[src/rtl/muldiv_seq_if.sv]
// muldiv_seq_if: request/response bundle of the sequential multiply/divide unit.
interface muldiv_seq_if #(parameter int XLEN = 32);
    logic            start_i;
    logic [2:0]      funct3_i;
    logic [XLEN-1:0] src_a_i;
    logic [XLEN-1:0] src_b_i;
    logic            flush_i;
    logic            busy_o;
    logic            stall_o;
    logic            done_o;
    logic [XLEN-1:0] result_o;
    modport master (output start_i, funct3_i, src_a_i, src_b_i, flush_i,
                    input  busy_o, stall_o, done_o, result_o);
    modport slave  (input  start_i, funct3_i, src_a_i, src_b_i, flush_i,
                    output busy_o, stall_o, done_o, result_o);
endinterface

[src/rtl/muldiv_seq.sv]
// muldiv_seq: iterative RV32M multiply/divide, shift-add / restoring divide on magnitudes,
// sign fix-up in one extra cycle; fixed 34-cycle latency from accept to Done.
module muldiv_seq #(parameter int XLEN = 32) (
    input logic        clk,
    input logic        reset,
    muldiv_seq_if.slave bus
);
    localparam int CW = $clog2(XLEN);
    typedef enum logic [1:0] {IDLE, CALC, FIX, DONE} state_t;
    state_t            state_q, state_d;
    logic [2:0]        op_q;
    logic              neg_a_q, neg_b_q;
    logic [XLEN-1:0]   m_q;
    logic [2*XLEN:0]   acc_q;
    logic [CW-1:0]     cnt_q;
    logic [XLEN-1:0]   result_q;
    logic              sgn_a, sgn_b, neg_a, neg_b, accept;
    logic [XLEN-1:0]   mag_a, mag_b, quo, rem, quo_s, rem_s, res;
    logic [XLEN:0]     mul_sum, r_sh;
    logic [XLEN+1:0]   diff;
    logic              ge;
    logic [2*XLEN:0]   mul_step, div_step;
    logic [2*XLEN-1:0] prod, prod_s;
    assign sgn_b  = bus.funct3_i == 3'd1 || bus.funct3_i == 3'd4 || bus.funct3_i == 3'd6;
    assign sgn_a  = sgn_b || bus.funct3_i == 3'd2;
    assign neg_a  = sgn_a & bus.src_a_i[XLEN-1];
    assign neg_b  = sgn_b & bus.src_b_i[XLEN-1];
    assign mag_a  = neg_a ? -bus.src_a_i : bus.src_a_i;
    assign mag_b  = neg_b ? -bus.src_b_i : bus.src_b_i;
    assign accept = state_q == IDLE && bus.start_i && !bus.flush_i;
    always_comb begin
        state_d = state_q;
        state_d = bus.flush_i      ? IDLE :
                  state_q == IDLE  ? (bus.start_i ? CALC : IDLE) :
                  state_q == CALC  ? (cnt_q == '0 ? FIX : CALC) :
                  state_q == FIX   ? DONE : IDLE;
    end
    // Multiply: multiplier sits in the low half and shifts out as the product shifts in.
    always_comb begin
        mul_sum  = acc_q[2*XLEN:XLEN] + {1'b0, acc_q[0] ? m_q : '0};
        mul_step = {1'b0, mul_sum, acc_q[XLEN-1:1]};
        r_sh     = {acc_q[2*XLEN-1:XLEN], acc_q[XLEN-1]};
        diff     = {1'b0, r_sh} - {2'b0, m_q};
        ge       = ~diff[XLEN+1];
        div_step = {ge ? diff[XLEN:0] : r_sh, acc_q[XLEN-2:0], ge};
    end
    // A zero divisor yields all-ones quotient and leaves the dividend as remainder.
    always_comb begin
        prod   = acc_q[2*XLEN-1:0];
        quo    = acc_q[XLEN-1:0];
        rem    = acc_q[2*XLEN-1:XLEN];
        prod_s = (neg_a_q ^ neg_b_q) ? -prod : prod;
        quo_s  = m_q == '0 ? '1 : (neg_a_q ^ neg_b_q) ? -quo : quo;
        rem_s  = neg_a_q ? -rem : rem;
        res    = op_q[2] ? (op_q[1] ? rem_s : quo_s) :
                 op_q == 3'd0 ? prod_s[XLEN-1:0] : prod_s[2*XLEN-1:XLEN];
    end
    always_ff @(posedge clk or posedge reset) begin
        if (reset) begin
            state_q  <= IDLE;
            op_q     <= '0;
            neg_a_q  <= 1'b0;
            neg_b_q  <= 1'b0;
            m_q      <= '0;
            acc_q    <= '0;
            cnt_q    <= '0;
            result_q <= '0;
        end else begin
            state_q <= state_d;
            if (accept) begin
                op_q    <= bus.funct3_i;
                neg_a_q <= neg_a;
                neg_b_q <= neg_b;
                m_q     <= bus.funct3_i[2] ? mag_b : mag_a;
                acc_q   <= {{(XLEN+1){1'b0}}, bus.funct3_i[2] ? mag_a : mag_b};
                cnt_q   <= CW'(XLEN-1);
            end else if (state_q == CALC && !bus.flush_i) begin
                acc_q <= op_q[2] ? div_step : mul_step;
                cnt_q <= cnt_q - 1'b1;
            end
            if (state_q == FIX && !bus.flush_i) result_q <= res;
        end
    end
    assign bus.busy_o   = state_q == CALC || state_q == FIX;
    assign bus.done_o   = state_q == DONE;
    assign bus.stall_o  = bus.busy_o || (state_q == IDLE && bus.start_i);
    assign bus.result_o = result_q;
endmodule

[src/flat_wrapper.sv]
// flat-port wrapper written by rule: the top's interface ports become plain ports
module muldiv_seq_flat 
#(parameter int XLEN = 32)
  (clk, reset, bus_start_i, bus_funct3_i, bus_src_a_i, bus_src_b_i, bus_flush_i, bus_busy_o, bus_stall_o, bus_done_o, bus_result_o);
  muldiv_seq_if #(.XLEN(XLEN)) bus_i ();
  input logic clk;
  input logic reset;
  input wire logic [$bits(bus_i.start_i)-1:0] bus_start_i;
  input wire logic [$bits(bus_i.funct3_i)-1:0] bus_funct3_i;
  input wire logic [$bits(bus_i.src_a_i)-1:0] bus_src_a_i;
  input wire logic [$bits(bus_i.src_b_i)-1:0] bus_src_b_i;
  input wire logic [$bits(bus_i.flush_i)-1:0] bus_flush_i;
  output wire logic [$bits(bus_i.busy_o)-1:0] bus_busy_o;
  output wire logic [$bits(bus_i.stall_o)-1:0] bus_stall_o;
  output wire logic [$bits(bus_i.done_o)-1:0] bus_done_o;
  output wire logic [$bits(bus_i.result_o)-1:0] bus_result_o;
  assign bus_i.start_i = bus_start_i;
  assign bus_i.funct3_i = bus_funct3_i;
  assign bus_i.src_a_i = bus_src_a_i;
  assign bus_i.src_b_i = bus_src_b_i;
  assign bus_i.flush_i = bus_flush_i;
  assign bus_busy_o = bus_i.busy_o;
  assign bus_stall_o = bus_i.stall_o;
  assign bus_done_o = bus_i.done_o;
  assign bus_result_o = bus_i.result_o;
  muldiv_seq #(.XLEN(XLEN)) u_core (.clk(clk), .reset(reset), .bus(bus_i));
endmodule
[config.mk]
export PLATFORM = sky130hd
export DESIGN_NAME = muldiv_seq_flat
export DESIGN_NICKNAME = d
export VERILOG_FILES = /design/src/rtl/muldiv_seq_if.sv /design/src/rtl/muldiv_seq.sv /design/src/flat_wrapper.sv
export SDC_FILE = /design/constraint.sdc
export NUM_CORES = 1
export LEC_CHECK = 0
export ABC_AREA = 0
export BUFFER_PORTS_ARGS = -buffer_cell sky130_fd_sc_hd__buf_2
export CORE_MARGIN = 4
export CORE_UTILIZATION = 60
export CTS_CLUSTER_SIZE = 14
export DETAILED_ROUTE_END_ITERATION = 10
export GPL_ROUTABILITY_DRIVEN = 0
export PLACE_DENSITY = 0.86
export SYNTH_ARGS = -nofsm -noshare
export SYNTH_HDL_FRONTEND = slang
export SYNTH_SLANG_ARGS = --single-unit
[constraint.sdc]
create_clock -name clk -period 7.76 [get_ports clk]
set_input_delay 0.776 -clock clk [delete_from_list [all_inputs] [get_ports clk]]
set_output_delay 0.776 -clock clk [all_outputs]
set_load 0.01 [all_outputs]
== Word-level counts from Yosys, hierarchy flattened ==
Index checks and enable logic that the tools add are counted.

* Logic and storage cells: 66
* Bits in registers: 141
* Output and inout port bits: 35

* Multiplexer cells: 24
* $add $sub $neg: 8
* Bitwise operators: 4
* Equal/unequal tests: 7
* Reductions and logical operators: 15

{| class="wikitable"
|+ Operators by type and width
! cell !! count
|-
| 32-bit 2-to-1 mux || 11
|-
| 65-bit 2-to-1 mux || 3
|-
| 32-bit negator || 4
|-
| 64-bit 2-to-1 mux || 1
|-
| 64-bit negator || 1
|-
| 33-bit by 32-bit subtractor with 34-bit output || 1
|-
| 33-bit by 32-bit adder with 33-bit output || 1
|-
| 33-bit 2-to-1 mux || 1
|-
| 32-bit zero test || 1
|-
| 2-bit 2-to-1 mux || 5
|-
| 5-bit 2-to-1 mux || 2
|-
| 3-bit == test, second input constant || 2
|-
| 5-bit zero test || 1
|-
| 1-bit logical OR || 5
|-
| 5-bit by 1-bit subtractor with 5-bit output, second input constant || 1
|-
| 2-bit == test, second input constant || 2
|-
| 1-bit logical AND || 4
|-
| 3-bit by 1-bit == test with 1-bit output, second input constant || 1
|-
| 3-bit by 2-bit == test with 1-bit output, second input constant || 1
|-
| 3-bit zero test || 1
|-
| 1-bit bitwise AND || 2
|-
| 2-bit by 1-bit == test with 1-bit output, second input constant || 1
|-
| 2-bit zero test || 1
|-
| 2-bit nonzero test || 1
|-
| other kinds (4) || 4
|}

== Depth between registers and ports, before layout ==
* Word-level depth: 8
* Gate-level depth with buffers: 15
* Mapped depth without buffers: 14

== Worst setup path before layout ==
OpenSTA, ideal clock, no wires.

* Path type: reg-to-reg
* From: register u_core.acc_q[0]
* To: register u_core.acc_q[56]
* Period minus slack after synthesis: 3.296 ns
* Arrival time: 3.160 ns
* Data required time: 7.624 ns
* Path slack: 4.464 ns
* Cell stages (with the launch flop): 15
* Cells stage by stage: dfrtp_1 > clkbuf_1 > inv_1 > clkbuf_1 > nor2_1 > ha_1 > a21o_1 > o41a_1 > a31oi_1 > o41ai_1 > o21ba_2 > a41o_1 > xor2_1 > a221oi_1 > o21ai_0

* Longest elaborated chain between the ends: 5

{| class="wikitable"
|+ RTL lines
! element !! RTL line !! text
|-
| start, declared || muldiv_seq.sv:14 || <nowiki>logic [2*XLEN:0] acc_q;</nowiki>
|-
| start signal, assigned || muldiv_seq.sv:75 || <nowiki>acc_q <= {{(XLEN+1){1'b0}}, bus.funct3_i[2] ? mag_a : mag_b};</nowiki>
|-
| start signal, assigned || muldiv_seq.sv:78 || <nowiki>acc_q <= op_q[2] ? div_step : mul_step;</nowiki>
|-
| 32-bit 2-to-1 mux || muldiv_seq.sv:40 || <nowiki>mul_sum = acc_q[2*XLEN:XLEN] + {1'b0, acc_q[0] ? m_q : '0};</nowiki>
|-
| 33-bit by 32-bit adder with 33-bit output || muldiv_seq.sv:40 ||
|-
| 65-bit 2-to-1 mux || muldiv_seq.sv:78 ||
|-
| 65-bit 2-to-1 mux || muldiv_seq.sv:77 || <nowiki>end else if (state_q == CALC && !bus.flush_i) begin</nowiki>
|-
| 65-bit 2-to-1 mux || muldiv_seq.sv:70 || <nowiki>if (accept) begin</nowiki>
|}

Every way passes these cells. The select of a mux whose other input is x is not followed.
A chain may end at the register's enable or synchronous reset.

== Worst setup path in the final report ==
Same ends and word-level chain as after synthesis.

==> impl_metrics.ini <==
[yosys]
synth_ff_type = dfrtp_1
async_reset_ff_share_pct = 100
synth_edf_count = 0
syn-cell-area_um2 = 14200
ys_ff_latch = 141
yosysUniqueCellTypes = 75
synthesis.nets = 2026
yosysSeqAreaShare_pct = 24.9
syn_inst = 1880
yosysWarnings = 0
syn_avg_cell_area_um2 = 7.54

[grt]
grt_pass1_vias = 14200
grt_max_degree = 78
grt_overflow_total = 0
grt_first_pass_wirelength_um = 75100
antenna_found_initial = 1
gr-usage-all-layers_pct = 35.3

[placed_design]
io_buffers = 105
dp_hpwl_um = 35200

[finish]
drive_above_1_share_pct = 9.71
areaGrowthSynthToFinish_pct = 8.41
finish.utilization_pct = 67.1
fin_nets = 2048

[floorplan]
die_area_um2 = 26200
core_um2 = 22900
ioPinCount = 106
initial_utilization_pct = 61.9
rows = 55
die_x_um = 162
die_h_um = 162

[min_path]
hp-class = in2async

[timing]
setup_viol = 0
worst_hold_slack_ns = 0.403
relSlewSlack_pct = 26.3
min_period_over_period_pct = 55.2
hold_violations = 0
fin_crit_ns = 4.29
fmax_ghz = 0.233
slew_viol_final = 0
fin_tns_setup_ns = 0
skew_ns = 0.0132
rsz0062_at_grt = false
worst_pin_slew_ns = 1.10

[clock_tree]
clk_latency_ns = 0.45
cts.repair.resized = 0
cts.path.max_buffers = 2
cts.htree.levels = 4
cts_sinks = 141
hold_buffers = 0
cts_root_buf = clkbuf_16
cts_made_buffers = 17
cts_setup_buffers = 0
path_clk_slew_ns = 0.07
cts_tree = done

[critical_path]
cp_max_fo = 31
r2r_setup_slack_ns = 3.47
critPathKind = reg2reg
crit_path_end_kind = flop
arrival_ns = 4.60
cp-start-kind = flop
cp_cell_sequence = inv_1 > nor2_1 > ha_1 > a21o_1 > o21bai_1 > o41a_1 > a31oi_1 > o41ai_1 > o21ba_2 > a41o_1 > xor2_1 > a221oi_1 > o21ai_0
crit_family = compound AO/OA/AOI/OAI gates
path_buf_inv = 1
crit_required_ns = 8.07
reg2reg_depth = 13
max_stage_delay_ns = 0.78
cp_slowest_cell = inv_1
r2r_end = u_core.acc_q[56]
reg2reg_from = u_core.acc_q[0]

[power_and_ir_drop]
ir_drop_mv = 0.189
power.density_nw_per_um2 = 251
p_leak_nw = 6.91

[job]
drv_cap = 0

[routing]
vias_per_cell = 6.93
ant_nets = 0
dr.first_iter.drc_count = 2199
drt_wl_total_um = 47800
drt-wirelength-per-cell_um = 21.4
vias = 15400
route.detailed.drc = 0
first_pass_iters = 6

[run_status]
status = finished, final reports clean
-- cell usage after synthesis, types with 12 or more instances --
master	n	area share, %
a21oi_1	177	6.2
and3_1	16	0.71
o221ai_1	31	1.9
xor2_1	100	6.2
ha_1	73	6.4
nor2_1	198	5.2
o21a_1	13	0.69
inv_1	66	1.7
a211oi_1	12	0.64
a22oi_1	20	1.1
o31ai_1	30	1.6
mux2i_1	39	2.8
nor4_1	21	0.93
o211ai_1	39	2.1
nand2b_1	26	1.1
xnor2_1	96	5.9
a21o_1	39	2.1
clkbuf_1	100	2.6
o21ai_0	171	6.0
nor2b_1	12	0.53
nor3_1	35	1.2
or3_1	16	0.71
a221oi_1	19	1.2
nand2_1	205	5.4
dfrtp_1	141	25
buf_1	13	0.34
nand3_1	25	0.88
a31oi_1	20	0.88
-- metal layers --
layer | track usage (%) | wire length, µm | share of wire, %
met1 | 46.6 | 18000 | 38
met2 | 53.6 | 20200 | 42
met3 | 8.73 | 6410 | 13
met4 | 19.0 | 3150 | 6.6
met5 | 0 | 7 | 0.015
-- placed cells by master (no fill, tap or decap), types with 19 or more instances in the layout --
cell        n
ha_1       73
a22oi_1    20
a21oi_1   177
mux2i_1    39
buf_2     105
a31oi_1    20
o31ai_1    30
o21ai_0   171
xor2_1     99
nor4_1     21
xnor2_1    95
o221ai_1   31
nand2_1   205
nor2_1    196
o211ai_1   39
dfrtp_1   140
a221oi_1   19
nand3_1    25
a21o_1     39
nand2b_1   26
nor3_1     35
inv_1      65
-- how the worst max path moves through the flow --
stage | to | from | depth (start not counted) | slack [ns]
6_report | u_core.acc_q[56] | u_core.acc_q[0] | 13 | 3.47
5_1_grt | u_core.acc_q[56] | u_core.acc_q[0] | 13 | 3.16
4_1_cts | u_core.acc_q[56] | u_core.acc_q[0] | 13 | 3.58
3_5_place_dp | u_core.acc_q[58] | u_core.acc_q[0] | 13 | 3.67
3_3_place_gp | u_core.acc_q[56] | u_core.acc_q[0] | 12 | 3.82
2_1_floorplan | u_core.acc_q[0] | reset | 1 | 3.20
-- where the power goes --
| group | internal [W] | switching (W) |
|---|---|---|
| Combinational | 0.000719 | 0.00123 |
| Clock | 0.000428 | 0.000395 |
| Sequential | 0.000849 | 0.000244 |
| Total | 0.00200 | 0.00187 |
-- cell families (layout without fill, tap and decap cells) --
family                   after synthesis  count (layout)  share of synthesized area, %
AND/OR/NAND/NOR                      608             608                          20.0
AO/OA/AOI/OAI                        635             635                          28.5
buffers and inverters                186             221                          5.05
adder cells (fa/ha/maj)               75              75                          6.72
flip-flops                           141             141                          24.9
multiplexers                          39              39                          2.75
XOR/XNOR                             196             196                          12.1
other                                  0               1                             0
-- registers in the layout, indices dropped and copies added, names as in the netlist --
name                 flops
u_core.bus.result_o     32
u_core.state_q           2
u_core.acc_q            65
u_core.op_q              3
u_core.neg_a_q           1
u_core.cnt_q             5
u_core.m_q              32
u_core.neg_b_q           1
-- worst register-to-register path, stage by stage (launching register included) --
cell and delay [ns]:
dfrtp_1 0.48, inv_1 0.78, nor2_1 0.12, ha_1 0.39, a21o_1 0.17, o21bai_1 0.14
o41a_1 0.24, a31oi_1 0.20, o41ai_1 0.59, o21ba_2 0.28, a41o_1 0.20, xor2_1 0.09
a221oi_1 0.33, o21ai_0 0.14
-- area by class of cell --
| type | instances | area (µm²) |
|---|---|---|
| fillers | 1912 | 7550 |
| clock buffers | 18 | 429 |
| repair buffers | 123 | 661 |
| inverters | 66 | 253 |
| well taps | 313 | 392 |
| flip-flops and latches | 141 | 3530 |
| diodes | 1 | 2.50 |
| clock inverters | 14 | 139 |
| multi-input cells | 1553 | 9960 |
-- metrics by stage --
| stage | instance area, µm² | setup WS [ns] | total power, W | instances |
|---|---|---|---|---|
| after floorplan | 14200 | 3.20 | 0.00241 | 1880 |
| after global placement | 14800 | 3.82 | 0.00287 | 2196 |
| after detailed placement | 14800 | 3.67 | 0.00293 | 2196 |
| after CTS | 15400 | 3.58 | 0.00376 | 2228 |
| after global routing | 15400 | 3.16 | 0.00405 | 2228 |
| final | 15400 | 3.47 | 0.00387 | 2229 |
(Power assumes the default switching activity.)
